`src/rtl/multicycle_control.sv`:
```
// Main control FSM for the 16-bit multicycle processor: sequences fetch/decode/
// execute/memory/writeback, drives datapath controls and counts retired instructions.
module multicycle_control (
    input  logic        clock,
    input  logic        reset,
    input  logic        run,
    input  logic [5:0]  opcode,
    input  logic        mem_ready,
    output logic        pc_write,
    output logic        pc_write_cond,
    output logic        i_or_d,
    output logic        mem_read,
    output logic        mem_write,
    output logic        ir_write,
    output logic        mem_to_reg,
    output logic        reg_dst,
    output logic        reg_write,
    output logic        alu_src_a,
    output logic [1:0]  alu_src_b,
    output logic [1:0]  alu_op,
    output logic [1:0]  pc_source,
    output logic [3:0]  state,
    output logic        instr_done,
    output logic        illegal_op,
    output logic [15:0] instr_count
);

    localparam logic [5:0] OP_R    = 6'b000000;
    localparam logic [5:0] OP_LW   = 6'b100011;
    localparam logic [5:0] OP_SW   = 6'b101011;
    localparam logic [5:0] OP_BEQ  = 6'b000100;
    localparam logic [5:0] OP_ADDI = 6'b001000;
    localparam logic [5:0] OP_J    = 6'b000010;

    typedef enum logic [3:0] {
        S_IDLE     = 4'd0,
        S_FETCH    = 4'd1,
        S_DECODE   = 4'd2,
        S_MEMADR   = 4'd3,
        S_MEMREAD  = 4'd4,
        S_MEMWB    = 4'd5,
        S_MEMWRITE = 4'd6,
        S_EXECUTE  = 4'd7,
        S_ALUWB    = 4'd8,
        S_BRANCH   = 4'd9,
        S_ADDIEX   = 4'd10,
        S_ADDIWB   = 4'd11,
        S_JUMP     = 4'd12
    } state_e;

    state_e      state_r;
    state_e      next_state_s;
    state_e      exit_state_s;
    logic [15:0] count_r;

    // Where an instruction goes once it retires or is rejected: run is only looked at here and in IDLE
    assign exit_state_s = run ? S_FETCH : S_IDLE;

    // State register
    always_ff @(posedge clock or negedge reset) begin
        if (!reset) begin
            state_r <= S_IDLE;
        end else begin
            state_r <= next_state_s;
        end
    end

    // Retired-instruction counter, wraps naturally at 16 bits
    always_ff @(posedge clock or negedge reset) begin
        if (!reset) begin
            count_r <= 16'h0000;
        end else if (instr_done) begin
            count_r <= count_r + 16'd1;
        end
    end

    // Next-state and state-decoded datapath controls
    always_comb begin
        next_state_s  = state_r;
        pc_write      = 1'b0;
        pc_write_cond = 1'b0;
        i_or_d        = 1'b0;
        mem_read      = 1'b0;
        mem_write     = 1'b0;
        ir_write      = 1'b0;
        mem_to_reg    = 1'b0;
        reg_dst       = 1'b0;
        reg_write     = 1'b0;
        alu_src_a     = 1'b0;
        alu_src_b     = 2'b00;
        alu_op        = 2'b00;
        pc_source     = 2'b00;
        instr_done    = 1'b0;
        illegal_op    = 1'b0;
        case (state_r)
            S_IDLE: begin
                if (run) begin
                    next_state_s = S_FETCH;
                end else begin
                    next_state_s = S_IDLE;
                end
            end
            S_FETCH: begin
                mem_read  = 1'b1;
                alu_src_b = 2'b01;
                // IR load and PC+1 commit only in the cycle memory delivers the word
                ir_write  = mem_ready;
                pc_write  = mem_ready;
                if (mem_ready) begin
                    next_state_s = S_DECODE;
                end else begin
                    next_state_s = S_FETCH;
                end
            end
            S_DECODE: begin
                alu_src_b = 2'b11;
                case (opcode)
                    OP_LW, OP_SW: next_state_s = S_MEMADR;
                    OP_R:         next_state_s = S_EXECUTE;
                    OP_BEQ:       next_state_s = S_BRANCH;
                    OP_ADDI:      next_state_s = S_ADDIEX;
                    OP_J:         next_state_s = S_JUMP;
                    default: begin
                        illegal_op   = 1'b1;
                        next_state_s = exit_state_s;
                    end
                endcase
            end
            S_MEMADR: begin
                alu_src_a = 1'b1;
                alu_src_b = 2'b10;
                if (opcode == OP_LW) begin
                    next_state_s = S_MEMREAD;
                end else begin
                    next_state_s = S_MEMWRITE;
                end
            end
            S_MEMREAD: begin
                mem_read = 1'b1;
                i_or_d   = 1'b1;
                if (mem_ready) begin
                    next_state_s = S_MEMWB;
                end else begin
                    next_state_s = S_MEMREAD;
                end
            end
            S_MEMWB: begin
                reg_write    = 1'b1;
                mem_to_reg   = 1'b1;
                instr_done   = 1'b1;
                next_state_s = exit_state_s;
            end
            S_MEMWRITE: begin
                mem_write = 1'b1;
                i_or_d    = 1'b1;
                if (mem_ready) begin
                    instr_done   = 1'b1;
                    next_state_s = exit_state_s;
                end else begin
                    next_state_s = S_MEMWRITE;
                end
            end
            S_EXECUTE: begin
                alu_src_a    = 1'b1;
                alu_op       = 2'b10;
                next_state_s = S_ALUWB;
            end
            S_ALUWB: begin
                reg_write    = 1'b1;
                reg_dst      = 1'b1;
                instr_done   = 1'b1;
                next_state_s = exit_state_s;
            end
            S_BRANCH: begin
                alu_src_a     = 1'b1;
                alu_op        = 2'b01;
                pc_write_cond = 1'b1;
                pc_source     = 2'b01;
                instr_done    = 1'b1;
                next_state_s  = exit_state_s;
            end
            S_ADDIEX: begin
                alu_src_a    = 1'b1;
                alu_src_b    = 2'b10;
                next_state_s = S_ADDIWB;
            end
            S_ADDIWB: begin
                reg_write    = 1'b1;
                instr_done   = 1'b1;
                next_state_s = exit_state_s;
            end
            S_JUMP: begin
                pc_write     = 1'b1;
                pc_source    = 2'b10;
                instr_done   = 1'b1;
                next_state_s = exit_state_s;
            end
            default: begin
                // Unused codes 13-15: everything stays low and the FSM recovers to IDLE
                next_state_s = S_IDLE;
            end
        endcase
    end

    assign state       = state_r;
    assign instr_count = count_r;

endmodule

```
`config.mk`:
```
export PLATFORM = sky130hd
export DESIGN_NAME = multicycle_control
export DESIGN_NICKNAME = d
export VERILOG_FILES = /design/src/rtl/multicycle_control.sv
export SDC_FILE = /design/constraint.sdc
export NUM_CORES = 1
export LEC_CHECK = 0
export ABC_AREA = 1
export CORE_MARGIN = 4
export CORE_UTILIZATION = 42
export DETAILED_ROUTE_END_ITERATION = 8
export HOLD_SLACK_MARGIN = 0.06
export PLACE_DENSITY = 0.88
export SLEW_MARGIN = 20
export SYNTH_ARGS = -nofsm -noshare
export SYNTH_HDL_FRONTEND = slang
export SYNTH_SLANG_ARGS = --single-unit
export TNS_END_PERCENT = 10
```
`constraint.sdc`:
```
create_clock -name clock -period 1.7 [get_ports clock]
set_input_delay 0.51 -clock clock [delete_from_list [all_inputs] [get_ports clock]]
set_output_delay 0.51 -clock clock [all_outputs]
set_load 0.1 [all_outputs]
```
==> results of run 1 <==
-- cell type report --
| type | count | share of cell area |
|---|---|---|
| Timing Repair Buffer | 102 | 0.404 |
| Clock buffer | 4 | 0.0173 |
| Tap cell | 46 | 0.0181 |
| Sequential cell | 20 | 0.162 |
| Inverter | 29 | 0.0418 |
| Multi-Input combinational cell | 192 | 0.357 |
-- final timing paths --
kind	start	endpoint	slack, ps
min in group clock	opcode[0]	state[2]	630
worst min register to register	instr_count[7]	instr_count[7]	660
worst min-delay path	reset	instr_count[12]	590
worst max-delay path	state[2]	pc_write	-540
max in group asynchronous	reset	state[2]	860
worst max register to register	state[3]	instr_count[12]	-100
-- cell families after synthesis --
kind of cell,Yosys count
simple gates,168
buf+inv,33
flops,20
compound gates,16
xor+xnor,7
fa+ha+maj,1
-- layout by cell type (no fill, tap or decap), drive strengths merged --
master,n
dfrtp,20
o31ai,1
nand4,7
clkdlybuf4s50,2
xor2,7
o211ai,1
or3,1
clkinvlp,1
clkbuf,4
nand2,85
ha,1
or2,1
nand3,25
nor2,46
inv,28
buf,93
a21oi,2
nor3,3
o21ai,12
dlygate4sd2,7
-- stage by stage --
step | setup TNS [ps] | hold WS [ps] | std cells | util
floorplan | -13240 | 214 | 245 | -
global placement | -6150 | 567 | 377 | 0.831
detailed placement | -8140 | 595 | 377 | 0.831
CTS | -6600 | 588 | 392 | 0.898
global route | -9580 | 615 | 393 | 0.916
finish | -8470 | 595 | 393 | 0.916
-- worst register-to-register path, cell delays in order (launching register included) --
cell and delay (ps):
dfrtp_4 550, inv_4 110, buf_4 110, nor2_1 30, nand2_1 110, nand2_2 100, nor2_4 120, nand2_4 80
buf_6 130, buf_12 160, nand2_2 120, o21ai_2 70
-- cell usage after synthesis --
library cell,n,area share
a21oi_1,1,0.0032
a21oi_4,1,0.010
buf_4,2,0.0095
buf_6,2,0.014
dfrtp_1,20,0.32
ha_1,1,0.0080
inv_1,27,0.064
inv_2,2,0.0048
nand2_1,78,0.19
nand2_2,6,0.024
nand2_4,1,0.0072
nand3_1,25,0.080
nand4_1,7,0.028
nor2_1,42,0.10
nor2_2,3,0.012
nor2_4,1,0.0072
nor3_1,3,0.0095
o211ai_1,1,0.0048
o21ai_0,4,0.013
o21ai_2,8,0.045
o31ai_1,1,0.0048
or2_2,1,0.0040
or3_1,1,0.0040
xor2_1,7,0.039
-- state kept, by name, indices dropped and copies added, names as in the netlist --
signal / count
instr_count: 16
state: 4
-- routing by layer --
metal | vias up | track usage | share of wire
met4 | 0 | 0.245 | 0.096
met3 | 97 | 0.0957 | 0.11
met1 | 1108 | 0.405 | 0.33
li1 | 973 | - | -
met2 | 245 | 0.604 | 0.46
met5 | - | 0 | 0
-- power by group through the flow --
| stage | Combinational [W] | Sequential (W) | Clock [W] |
|---|---|---|---|
| 3_3_place_gp | 0.00380 | 0.000707 | 0 |
| 4_1_cts | 0.00414 | 0.000732 | 0.000372 |
| 5_1_grt | 0.00447 | 0.000759 | 0.000390 |
| 6_report | 0.00438 | 0.000758 | 0.000377 |
| 3_5_place_dp | 0.00389 | 0.000718 | 0 |
| 2_1_floorplan | 0.00173 | 0.00130 | 0 |
-- repair_timing --
item | 4_1_cts | 5_1_grt
setup buffers | 11 | 1
hold endpoints to repair | 0 | 0
endpoints found under the setup margin | 34 | 37
resized for setup | 41 | 19
pin swaps | 13 | 5
gates cloned | 0 | 0
==> impl_metrics.csv, run 1 <==
group,metric,value,unit
placed_design,io_buffers,47,
clocking,clkLatencyLatePin,270,ps
power,power,0.00552,W
synthesis,synth-seq-cells,20,
setup_path,critPathTopFamily,"buffers and inverters",
synthesis,synth-simple-area-share,0.461,
synthesis,synth_mux_area_frac,0,
die,start_util,0.453,
power,p_per_area,1740,mW/mm^2
sta,slew_viol_final,0,
sta,clock.fmax,446,MHz
die,rows,21,
die,io_pins,48,
power,pwr-share-seq,0.137,
global_routing,grt_pass1_vias,2498,
sta,fin_ws,-543,ps
global_routing,grt_max_degree,25,
setup_path,start_kind,"flop",
synthesis,yosys_warnings,0,
synthesis,syn_area_per_cell,6.42,um^2
power,peakVddDrop,1.45,mV
placed_design,pre_cts_ws,-589,ps
sta,slew_headroom,0.752,
clocking,clk_pin_slew,80,ps
synthesis,synth_cells,245,
finish,multi_input_area,0.00113,mm^2
clocking,clk_path_buf_depth,2,
placed_design,placed_cell_area,0.00288,mm^2
sta,rsz0062_at_grt,"yes",
setup_path,crit_required,1190,ps
routing,wl,8980,um
sta,final_hold_viol_count,0,
power,power.share.combinational,0.794,
power,switching_power,0.00320,W
die,dieArea,0.00479,mm^2
routing,ant_nets,0,
die,die_height,69.2,um
global_routing,grt_use_total,0.364,
finish,final_nets,359,
synthesis,synth_seq_area_share,0.318,
setup_path,cp.arrival,1730,ps
routing,drcViolationCount,3,
setup_path,crit_fanout,4,
power,p_sw_frac,0.580,
sta,period_needed,2240,ps
routing,routedWlPerCell,22.9,um
status,status,"complete, but fails checks",
finish,insertedDiodeCount,0,
clocking,tritoncts,"done",
finish,area.sequential,515,um^2
placed_design,dp.final_hpwl,5090,um
synthesis,synth_top_family_by_area,"simple AND/OR/NAND/NOR gates",
global_routing,grt_antenna_before_repair,0,
synthesis,netlist_area,0.00157,mm^2
setup_path,crit_type,"reg -> out",
routing,drt_pass1_iterations,9,
clocking,cts-root-buf,"clkbuf_8",
finish,drive_above_1_share,0.487,
power,p_leak,1.44,nW
die,die_w,69.2,um
power,pwr-share-clk,0.068,
global_routing,globalRoute.totalOverflow,0,
setup_path,worst-path-buf-inv,4,
sta,min_period_over_period,1.32,
routing,vias,2423,
setup_path,slowest_stage,"dfrtp_4",
routing,drt_iter0_drc,400,
finish,fillCellCount,123,
setup_path,slowest_delay,480,ps
synthesis,synth_xor_area_frac,0.0390,
clocking,cts_hold_buf,0,
sta,setup_viol,37,
synthesis,synth-compound-area-share,0.0804,
setup_path,cp_cell_sequence,"inv_6 > buf_4 > nand4_1 > clkinvlp_4 > or2_4 > buf_12",
finish,area_growth,102,%
placed_design,gp_congestion,0.912,
synthesis,ys_types,24,
finish,final_area,0.00318,mm^2
job,max_cap_viol_count,0,
synthesis,synthAdderAreaFrac,0.00796,
setup_path,cp-end-kind,"output port",
clocking,clkSinkCount,20,
sta,worstMarginPinSlew,371,ps
routing,viasPerCell,6.17,
setup_path,cp.depth,6,
min_path,hp-class,"in -> async",
synthesis,synth.net_count,256,
power,p_int,0.00232,W
clocking,htree_levels,1,
global_routing,grt_pass1_wl,13800,um
setup_path,rr_worst_depth,11,
die,core,0.00347,mm^2
clocking,cts_buffers,3,
sta,fin_skew,5.44,ps
status,violations,"design-rule violations, negative setup slack",
Note: power is estimated with default switching activity, not from simulation.
==> run 2, diff against run 1 <==
CORE_UTILIZATION = 51   (was 42)
MAX_ROUTING_LAYER = met4   (was not set)
PLACE_DENSITY = 0.95   (was 0.88)
clock period = 2.58 ns   (was 1.7 ns; I/O delays follow)
==> impl_metrics.csv, run 2 (synthesis results as in run 1) <==
group,metric,value,unit
power,power.share.combinational,0.773,
routing,ant_nets,0,
clocking,clk_path_buf_depth,2,
placed_design,dp.final_hpwl,3740,um
finish,largest_reg_flops,16,
sta,final_hold_viol_count,0,
sta,period_needed,2520,ps
clocking,clk_pin_slew,110,ps
sta,clock.fmax,397,MHz
setup_path,worst-path-buf-inv,2,
setup_path,critPathTopFamily,"simple AND/OR/NAND/NOR gates",
clocking,cts_buffers,3,
die,start_util,0.551,
finish,final_util,0.866,
die,dieArea,0.00404,mm^2
power,p_sw_frac,0.623,
finish,final_cell_mix,"74 x nand2_1, 37 x buf_4, 32 x nor2_1, 22 x inv_1, 22 x nand3_1",
routing,drcViolationCount,0,
placed_design,gp_congestion,0.994,
power,pwr-share-seq,0.172,
global_routing,grt_use_total,0.244,
die,rows,19,
global_routing,grt_pass1_wl,7860,um
finish,final_area,0.00247,mm^2
power,pwr-share-clk,0.055,
setup_path,slowest_delay,280,ps
placed_design,place_inst,333,
global_routing,grt_max_degree,25,
power,p_int,0.00107,W
sta,setup_viol,0,
sta,slew_viol_final,0,
routing,drt_iter0_drc,178,
finish,final_nets,321,
global_routing,globalRoute.totalOverflow,0,
die,core,0.00285,mm^2
clocking,clkLatencyLatePin,300,ps
routing,routedWlPerCell,13.9,um
power,power,0.00284,W
die,die_w,63.5,um
status,status,"completed",
sta,rsz0062_at_grt,"no",
setup_path,start_kind,"input pin",
routing,vias,1840,
power,p_leak,1.16,nW
setup_path,crit_type,"in -> out",
routing,drt_pass1_iterations,4,
sta,slew_headroom,0.797,
finish,mostFrequentLayoutCell,"nand2_1",
sta,fin_skew,3.87,ps
power,peakVddDrop,1.74,mV
routing,wl,4720,um
clocking,tritoncts,"done",
finish,stdcell_count,340,
setup_path,cp_cell_sequence,"dlygate4sd2_1 > nor2_2 > nand3_2 > nand2_2 > nor3_4 > buf_12",
setup_path,cp.arrival,1750,ps
power,switching_power,0.00177,W
routing,viasPerCell,5.41,
global_routing,grt_antenna_before_repair,0,
clocking,clkSinkCount,20,
setup_path,crit_fanout,4,
placed_design,io_buffers,47,
clocking,htree_levels,1,
job,max_cap_viol_count,0,
setup_path,slowest_stage,"dlygate4sd2_1",
placed_design,placed_cell_area,0.00239,mm^2
sta,min_period_over_period,0.977,
global_routing,grt_pass1_vias,1738,
clocking,cts-root-buf,"clkbuf_4",
finish,drive_above_1_share,0.359,
finish,insertedDiodeCount,0,
setup_path,crit_required,1810,ps
die,die_height,63.5,um
setup_path,cp-end-kind,"output port",
min_path,hp-class,"reg -> reg",
sta,worstMarginPinSlew,304,ps
power,p_per_area,1150,mW/mm^2
die,io_pins,48,
finish,area_growth,57.0,%
-- run 2: changes by cell type in the layout (fill, tap and decap cells not counted), moves of 8 or more --
cell,delta
nand2_1,+14
nor2_4,-8
nand2_2,-12
buf_4,-13
buf_12,-21
-- run 2: power by group through the flow --
| stage | Combinational, W | Clock, W | Sequential, W |
|---|---|---|---|
| global placement | 0.00213 | 0 | 0.000483 |
| global route | 0.00228 | 0.000174 | 0.000500 |
| finish | 0.00219 | 0.000156 | 0.000489 |
| floorplan | 0.00114 | 0 | 0.000854 |
| CTS | 0.00218 | 0.000156 | 0.000479 |
| detailed placement | 0.00216 | 0 | 0.000485 |
-- run 2: through the flow --
stage	worst slack [ps]	TNS [ps]	hold slack (ps)
CTS	-114	-114	581
finish	59.3	0	584
floorplan	-269	-1180	478
global placement	-163	-458	545
detailed placement	-234	-561	556
global route	0.354	0	625
-- run 2: final cells by class --
class	instances	area, um^2
multi-input combinational	192	1040
timing repair buffer	64	727
sequential	20	515
fill	147	383
inverter	29	120
tap	31	38.8
clock buffer	4	26.3
-- run 2: path summary, 6_finish.rpt --
kind | startpoint | to | slack (ps) | cells after the start
setup / recovery | opcode[5] | illegal_op | 60 | 6
hold / removal | instr_count[15] | instr_count[15] | 580 | 2
setup reg to reg | state[1] | instr_count[3] | 800 | 8
hold reg to reg | instr_count[15] | instr_count[15] | 580 | 2
max in group asynchronous | reset | state[3] | 1550 | 2
min in group asynchronous | reset | instr_count[9] | 800 | 2
-- run 2: routing by layer --
| layer | GRT usage | up-vias | wire length, um |
|---|---|---|---|
| met4 | 0.0539 | 0 | 49 |
| li1 | - | 905 | - |
| met1 | 0.306 | 855 | 2000 |
| met2 | 0.416 | 74 | 2450 |
| met5 | - | - | 0 |
| met3 | 0.0337 | 6 | 223 |
-- run 2: timing repair --
action | in CTS | in global routing
gates resized for setup | 10 | 14
pin swaps | 3 | 6
endpoints found under the setup margin | 4 | 7
buffers inserted | 1 | 2
hold buffers | 0 | 0
-- run 2: worst reg2reg max path: stages (launching register included) --
cell and delay, ps:
dfrtp_4 540, nor2_2 240, nand2_1 180, nand2_2 140, nor2_4 60, nand2_4 70
buf_4 300, nand2_1 120, o21ai_2 70
